## config.mk

```make
export PLATFORM = sky130hd
export DESIGN_NAME = rvx_instruction_prefetch_buffer
export DESIGN_NICKNAME = d
export VERILOG_FILES = /design/src/rtl/rvx_pkg.sv /design/src/rtl/rvx_prefetch_checker.sv /design/src/rtl/rvx_prefetch_entry_ram.sv /design/src/rtl/rvx_instruction_prefetch_buffer.sv
export SDC_FILE = /design/constraint.sdc
export NUM_CORES = 1
export LEC_CHECK = 0
export CAP_MARGIN = 20
export CORE_ASPECT_RATIO = 2
export CORE_MARGIN = 3
export CORE_UTILIZATION = 50
export DETAILED_ROUTE_END_ITERATION = 10
export MAX_ROUTING_LAYER = met4
export PLACE_DENSITY = 0.75
export SLEW_MARGIN = 20
export SYNTH_ARGS = -nofsm -noshare
export SYNTH_HDL_FRONTEND = slang
export SYNTH_HIERARCHICAL = 1
export SYNTH_SLANG_ARGS = --single-unit
```

## constraint.sdc

```tcl
create_clock -name clock -period 5.3 [get_ports clock]
set_input_delay 0.795 -clock clock [delete_from_list [all_inputs] [get_ports clock]]
set_output_delay 0.795 -clock clock [all_outputs]
set_load 0.01 [all_outputs]
```

## src/rtl/rvx_pkg.sv

```systemverilog
// Shared types and constants for the rvx instruction prefetch buffer.
// Used by rvx_instruction_prefetch_buffer and its entry RAM.
package rvx_pkg;

    localparam int RVX_XLEN        = 32;
    localparam int RVX_INSTR_BYTES = 4;

    // Width of the in-flight and drop counters. It covers responses still
    // outstanding from several back-to-back redirects.
    localparam int RVX_CNT_W = 8;

    // One prefetch slot: fetch address, returned word and a data-present flag.
    typedef struct packed {
        logic [RVX_XLEN-1:0] addr;
        logic [RVX_XLEN-1:0] data;
        logic                filled;
    } rvx_entry_t;

    // Force a byte address onto a word boundary.
    function automatic logic [RVX_XLEN-1:0] rvx_word_align(input logic [RVX_XLEN-1:0] a);
        return {a[RVX_XLEN-1:2], 2'b00};
    endfunction

endpackage

```

## src/rtl/rvx_prefetch_checker.sv

```systemverilog
// Simulation checks for the prefetch buffer memory interface.
// A read response must never arrive while nothing is outstanding.
module rvx_prefetch_checker #(
    parameter int CNT_W = 8
) (
    input logic             clock,
    input logic             reset,
    input logic             mem_rresponse,
    input logic [CNT_W-1:0] inflight
);

    // A response with no outstanding request is a memory protocol error.
    a_no_orphan_response : assert property (
        @(posedge clock) disable iff (reset)
        mem_rresponse |-> (inflight != '0)
    );

endmodule

```

## src/rtl/rvx_prefetch_entry_ram.sv

```systemverilog
// FIFO_DEPTH x 65-bit prefetch slot array.
// A slot is reserved with its address when the request is issued. It is
// filled with data when the response returns and read at the head.
module rvx_prefetch_entry_ram
    import rvx_pkg::*;
#(
    parameter  int FIFO_DEPTH = 4,
    localparam int IDX_W      = $clog2(FIFO_DEPTH)
) (
    input  logic                clock,
    input  logic                reset,
    input  logic                clear,
    input  logic                reserve_en,
    input  logic [IDX_W-1:0]    reserve_idx,
    input  logic [RVX_XLEN-1:0] reserve_addr,
    input  logic                fill_en,
    input  logic [IDX_W-1:0]    fill_idx,
    input  logic [RVX_XLEN-1:0] fill_data,
    input  logic [IDX_W-1:0]    read_idx,
    output rvx_entry_t          read_entry
);

    rvx_entry_t entry_r [FIFO_DEPTH];

    // Slot storage: reset zeroes everything, clear only drops the data-present flags.
    always_ff @(posedge clock) begin
        if (reset) begin
            for (int i = 0; i < FIFO_DEPTH; i++) begin
                entry_r[i] <= '0;
            end
        end else if (clear) begin
            for (int i = 0; i < FIFO_DEPTH; i++) begin
                entry_r[i].filled <= 1'b0;
            end
        end else begin
            if (reserve_en) begin
                entry_r[reserve_idx].addr   <= reserve_addr;
                entry_r[reserve_idx].filled <= 1'b0;
            end
            if (fill_en) begin
                entry_r[fill_idx].data   <= fill_data;
                entry_r[fill_idx].filled <= 1'b1;
            end
        end
    end

    assign read_entry = entry_r[read_idx];

endmodule

```

## src/rtl/rvx_instruction_prefetch_buffer.sv

```systemverilog
// Instruction prefetch buffer. It keeps up to FIFO_DEPTH words requested or
// buffered ahead of the core, and it redirects on flush.
// Optional statistics counters: define RVX_PREFETCH_STATS_EN.
module rvx_instruction_prefetch_buffer
    import rvx_pkg::*;
#(
    parameter int                  FIFO_DEPTH    = 4,
    parameter logic [RVX_XLEN-1:0] RESET_ADDRESS = 32'h0000_0000
) (
    input  logic                clock,
    input  logic                reset,
    input  logic                flush,
    input  logic [RVX_XLEN-1:0] flush_address,
    output logic [RVX_XLEN-1:0] mem_address,
    output logic                mem_rrequest,
    input  logic [RVX_XLEN-1:0] mem_rdata,
    input  logic                mem_rresponse,
    output logic [RVX_XLEN-1:0] instr_address,
    output logic [RVX_XLEN-1:0] instr_data,
    output logic                instr_valid,
`ifdef RVX_PREFETCH_STATS_EN
    output logic [31:0]         stat_flushes,
    output logic [31:0]         stat_discarded,
`endif
    input  logic                instr_ready
);

    localparam int IDX_W = $clog2(FIFO_DEPTH);
    localparam int OCC_W = IDX_W + 1;

    logic [RVX_XLEN-1:0]  fetch_pc_r;
    logic [IDX_W-1:0]     issue_ptr_r;
    logic [IDX_W-1:0]     fill_ptr_r;
    logic [IDX_W-1:0]     read_ptr_r;
    logic [OCC_W-1:0]     occupancy_r;
    logic [RVX_CNT_W-1:0] inflight_r;
    logic [RVX_CNT_W-1:0] drop_r;

    logic       issue_s;
    logic       resp_ok_s;
    logic       fill_s;
    logic       discard_s;
    logic       pop_s;
    rvx_entry_t head_s;

    // Handshake decode for issue, response acceptance and pop.
    always_comb begin
        issue_s   = 1'b0;
        resp_ok_s = 1'b0;
        fill_s    = 1'b0;
        discard_s = 1'b0;
        pop_s     = 1'b0;
        if (!reset) begin
            issue_s   = !flush && (occupancy_r < OCC_W'(FIFO_DEPTH));
            // An orphan response (nothing outstanding) is ignored completely.
            resp_ok_s = mem_rresponse && (inflight_r != '0);
            fill_s    = resp_ok_s && (drop_r == '0) && !flush;
            discard_s = resp_ok_s && !fill_s;
            pop_s     = head_s.filled && instr_ready && !flush;
        end else begin
            issue_s = 1'b0;
        end
    end

    // Fetch PC, ring pointers and the occupancy/in-flight/drop counters.
    always_ff @(posedge clock) begin
        if (reset) begin
            fetch_pc_r  <= RESET_ADDRESS;
            issue_ptr_r <= '0;
            fill_ptr_r  <= '0;
            read_ptr_r  <= '0;
            occupancy_r <= '0;
            inflight_r  <= '0;
            drop_r      <= '0;
        end else if (flush) begin
            fetch_pc_r  <= rvx_word_align(flush_address);
            issue_ptr_r <= '0;
            fill_ptr_r  <= '0;
            read_ptr_r  <= '0;
            occupancy_r <= '0;
            // The in-flight count already includes responses doomed by an
            // earlier redirect, so every outstanding response is dropped.
            // resp_ok_s implies inflight_r >= 1, so this cannot underflow.
            inflight_r  <= inflight_r - RVX_CNT_W'(resp_ok_s);
            drop_r      <= inflight_r - RVX_CNT_W'(resp_ok_s);
        end else begin
            if (issue_s) begin
                issue_ptr_r <= issue_ptr_r + IDX_W'(1);
                fetch_pc_r  <= fetch_pc_r + RVX_XLEN'(RVX_INSTR_BYTES);
            end
            if (fill_s) begin
                fill_ptr_r <= fill_ptr_r + IDX_W'(1);
            end
            if (pop_s) begin
                read_ptr_r <= read_ptr_r + IDX_W'(1);
            end
            case ({issue_s, pop_s})
                2'b10:   occupancy_r <= occupancy_r + OCC_W'(1);
                2'b01:   occupancy_r <= occupancy_r - OCC_W'(1);
                default: occupancy_r <= occupancy_r;
            endcase
            inflight_r <= inflight_r + RVX_CNT_W'(issue_s) - RVX_CNT_W'(resp_ok_s);
            if (discard_s && (drop_r != '0)) begin
                drop_r <= drop_r - RVX_CNT_W'(1);
            end
        end
    end

    rvx_prefetch_entry_ram #(
        .FIFO_DEPTH (FIFO_DEPTH)
    ) u_entry_ram (
        .clock        (clock),
        .reset        (reset),
        .clear        (flush),
        .reserve_en   (issue_s),
        .reserve_idx  (issue_ptr_r),
        .reserve_addr (fetch_pc_r),
        .fill_en      (fill_s),
        .fill_idx     (fill_ptr_r),
        .fill_data    (mem_rdata),
        .read_idx     (read_ptr_r),
        .read_entry   (head_s)
    );

    rvx_prefetch_checker #(
        .CNT_W (RVX_CNT_W)
    ) u_checker (
        .clock         (clock),
        .reset         (reset),
        .mem_rresponse (mem_rresponse),
        .inflight      (inflight_r)
    );

    assign mem_rrequest  = issue_s;
    assign mem_address   = fetch_pc_r;
    assign instr_valid   = head_s.filled && !reset;
    assign instr_address = head_s.addr;
    assign instr_data    = head_s.data;

`ifdef RVX_PREFETCH_STATS_EN
    logic [31:0] stat_flushes_r;
    logic [31:0] stat_discarded_r;

    // Free-running event counters for redirects and discarded responses.
    always_ff @(posedge clock) begin
        if (reset) begin
            stat_flushes_r   <= 32'd0;
            stat_discarded_r <= 32'd0;
        end else begin
            if (flush) begin
                stat_flushes_r <= stat_flushes_r + 32'd1;
            end
            if (discard_s) begin
                stat_discarded_r <= stat_discarded_r + 32'd1;
            end
        end
    end

    assign stat_flushes   = stat_flushes_r;
    assign stat_discarded = stat_discarded_r;
`endif

endmodule

```

==> qor.yml <==
outcome: "complete, no violations"
crit_family: "simple AND/OR/NAND/NOR gates"
seq_area_um2: 8880
rows: 88
post_cts_buffers: 0
synth_enable_flop_cells: 256
end_kind: "flip-flop"
p_sw_uw: 1400
slew_viol_final: 0
worst-slew-pin-transition_ns: 1.11
gp_congestion: 0.901
htreeDepth: 1
placed_cell_area_um2: 16800
hold_violations: 0
internal-power_uw: 4340
period_needed_ns: 3.72
synth_most_common_cell: "edfxtp_1"
cp.buffers_inverters: 2
synthFlopType: "edfxtp_1"
grt_overflow_total: 0
r2r_slack_ns: 1.58
cts_hold_buffers: 0
drtIter0Drc: 835
cts.repair.resized: 0
grt_pass1_vias: 10150
clk_latency_ns: 0.54
required_ns: 5.48
tritoncts: "built"
vias: 9980
synth-async-reset-ratio_pct: 0
worstReg2RegStart: "inflight_r[5]$_SDFF_PP0_"
p_comb_share_pct: 14.3
path_clk_slew_ns: 0.07
die_w_um: 128
synth_cells: 1170
dp_hpwl_um: 22500
crit_cells: 8
final_antenna_net_count: 0
syn_area_um2: 14900
reg2reg_to: "u_entry_ram/entry_r[0][30]$_SDFFCE_PN0P_"
numCtsBuffers: 27
core_um2: 29100
setup_viol: 0
cts_buffer_depth: 3
synth-seq-cells: 315
die_y_um: 250
power_density_nw_per_um2: 324
viasPerCell: 5.98
grt_util_all_layers_pct: 22.4
yosysWarningCount: 6
arrival_ns: 3.90
synth_commonest_cells: "256 x edfxtp_1, 248 x nor3_1, 91 x inv_1, 65 x mux4_2, 59 x dfxtp_1"
critPathMaxStageDelay_ns: 0.87
grt_pass1_wl_um: 55300
layout.nets: 1377
fmax_mhz: 269
io_buffers: 162
fin_hold_ws_ns: 0.489
reg2regPathDepth: 8
crit_type: "reg2reg"
switching_share_pct: 24.4
max-vdd-ir-drop_v: 0.000206
initial_core_util_pct: 51.2
clock-sinks: 315
drc: 0
final.period_utilization_pct: 70.3
antenna_found_initial: 0
n_fill_cell: 2294
die_area_um2: 32000
slew_headroom_pct: 25.6
maxCapViolCount: 0
hold_path_class: "reg2reg"
fin_skew_ns: 0.0122
worst_hold_path.endpoint: "drop_r[6]$_SDFFE_PP0P_"
finalInstanceArea_um2: 17700
clockPowerShare_pct: 35.7
multiInputGateArea_um2: 5360
ios: 167
power_frac_seq_pct: 50.0
critPathMaxFanout: 68
cp-startpoint: "inflight_r[5]$_SDFF_PP0_"
start_kind: "flip-flop"
synth_top_cell_area_share_pct: 51.7
yosysSeqAreaShare_pct: 59.6
hp-start: "drop_r[6]$_SDFFE_PP0P_"
setup_tns_ns: 0
syn_area_per_cell_um2: 12.7
p_leak_uw: 0.00588
wire_per_inst_um: 20.9
crit_chain: "inv_1 > ha_1 > and4bb_4 > a21oi_1 > and3_1 > or4b_4 > o21bai_4 > buf_4"
diodes: 0
drt-total-wl_um: 34900
cts-root-buf: "clkbuf_16"
hold_path_depth: 2
rsz0062_at_grt: "no"
synthTopCellsByArea: "edfxtp_1 52%, mux4_2 9.8%, nor3_1 8.3%"
synth_cell_types: 72
cpMaxStageDelayCell: "or4b_4"
layout-drive-gt1-share_pct: 13.9
area.growth.synth_to_final_pct: 19.2
grt_max_degree: 71
synth_top_cell_by_area: "edfxtp_1"
drt_pass1_iterations: 5
-- worst register-to-register path, stage by stage, from the launching register on --
cell and delay [ns]:
dfxtp_1 0.37, inv_1 0.11, ha_1 0.23, and4bb_4 0.24, a21oi_1 0.44, and3_1 0.35
or4b_4 0.87, o21bai_4 0.25, buf_4 0.47
-- how the worst max path moves through the flow --
stage	to	slack, ns
after floorplan	u_entry_ram/entry_r[0][10]$_SDFFCE_PN0P_	1.17
after global placement	u_entry_ram/entry_r[0][30]$_SDFFCE_PN0P_	1.20
after detailed placement	u_entry_ram/entry_r[0][20]$_SDFFCE_PN0P_	1.21
after CTS	instr_data[16]	1.57
after global routing	u_entry_ram/entry_r[2][31]$_SDFFCE_PN0P_	1.43
final	u_entry_ram/entry_r[0][30]$_SDFFCE_PN0P_	1.58
-- flip-flops by register name (all words and copies together) (netlist names) --
name                 cells
issue_ptr_r              2
inflight_r               8
occupancy_r              3
drop_r                   8
u_entry_ram/entry_r    260
fill_ptr_r               2
mem_address             30
read_ptr_r               2
-- per-stage QoR --
step | power [uW] | instances | utilization, % | worst slack (ns)
after floorplan | 3450 | 1173 | - | 1.17
after global placement | 3720 | 1617 | 57.8 | 1.20
after detailed placement | 3740 | 1617 | 57.8 | 1.21
after CTS | 5790 | 1666 | 60.9 | 1.57
after global routing | 5990 | 1668 | 61.0 | 1.43
final | 5740 | 1668 | 61.0 | 1.58
-- logic make-up (layout without fill, tap and decap cells) --
kind of cell | count (synthesis) | after routing | share of synthesized area [%]
AND/OR/NAND/NOR | 438 | 438 | 16.2
flip-flops | 315 | 315 | 59.6
buffers and inverters | 188 | 323 | 5.15
AO/OA/AOI/OAI | 98 | 98 | 4.69
multiplexers | 70 | 70 | 10.2
XOR/XNOR | 40 | 40 | 2.35
adder cells (fa/ha/maj) | 20 | 20 | 1.78
other | 1 | 4 | 0.0252
-- final cells by class --
type / instances / area share [%]
timing repair buffer: 180 / 10.1
multi-input combinational: 670 / 30.2
inverter: 94 / 1.99
tap: 360 / 2.54
clock buffer: 33 / 3.94
sequential: 315 / 50.1
clock inverter: 16 / 1.14
-- layer usage --
metal	GRT usage (%)	up-vias	wire length, um	share of wire [%]
li1	-	4629	-	-
met1	25.6	4923	12500	36
met2	40.4	372	19400	56
met3	2.87	56	2110	6.1
met4	6.98	0	863	2.5
met5	-	-	0	0
-- power by group through the flow --
stage               combinational, uW  clock, uW  sequential [uW]
floorplan                         540          0             2910
global placement                  807          0             2920
detailed placement                816          0             2930
CTS                               822       2090             2870
global route                      913       2190             2880
finish                            822       2050             2870
-- cells in the final DEF (no fill, tap or decap), drive strengths merged, types with 7 or more instances in the layout --
cell type      count
clkdlybuf4s50    160
ha                18
inv               95
a211oi            20
nor3             270
nand3             17
xnor2             28
nand4              9
xor2              12
nor2              55
clkbuf            33
buf               20
clkinv            10
edfxtp           256
o21ai             10
nand2             26
mux4              65
o21bai             8
dfxtp             59
a21oi             19
nor3b              7
a21boi             7
No activity file was read; power rests on OpenSTA's default activity.
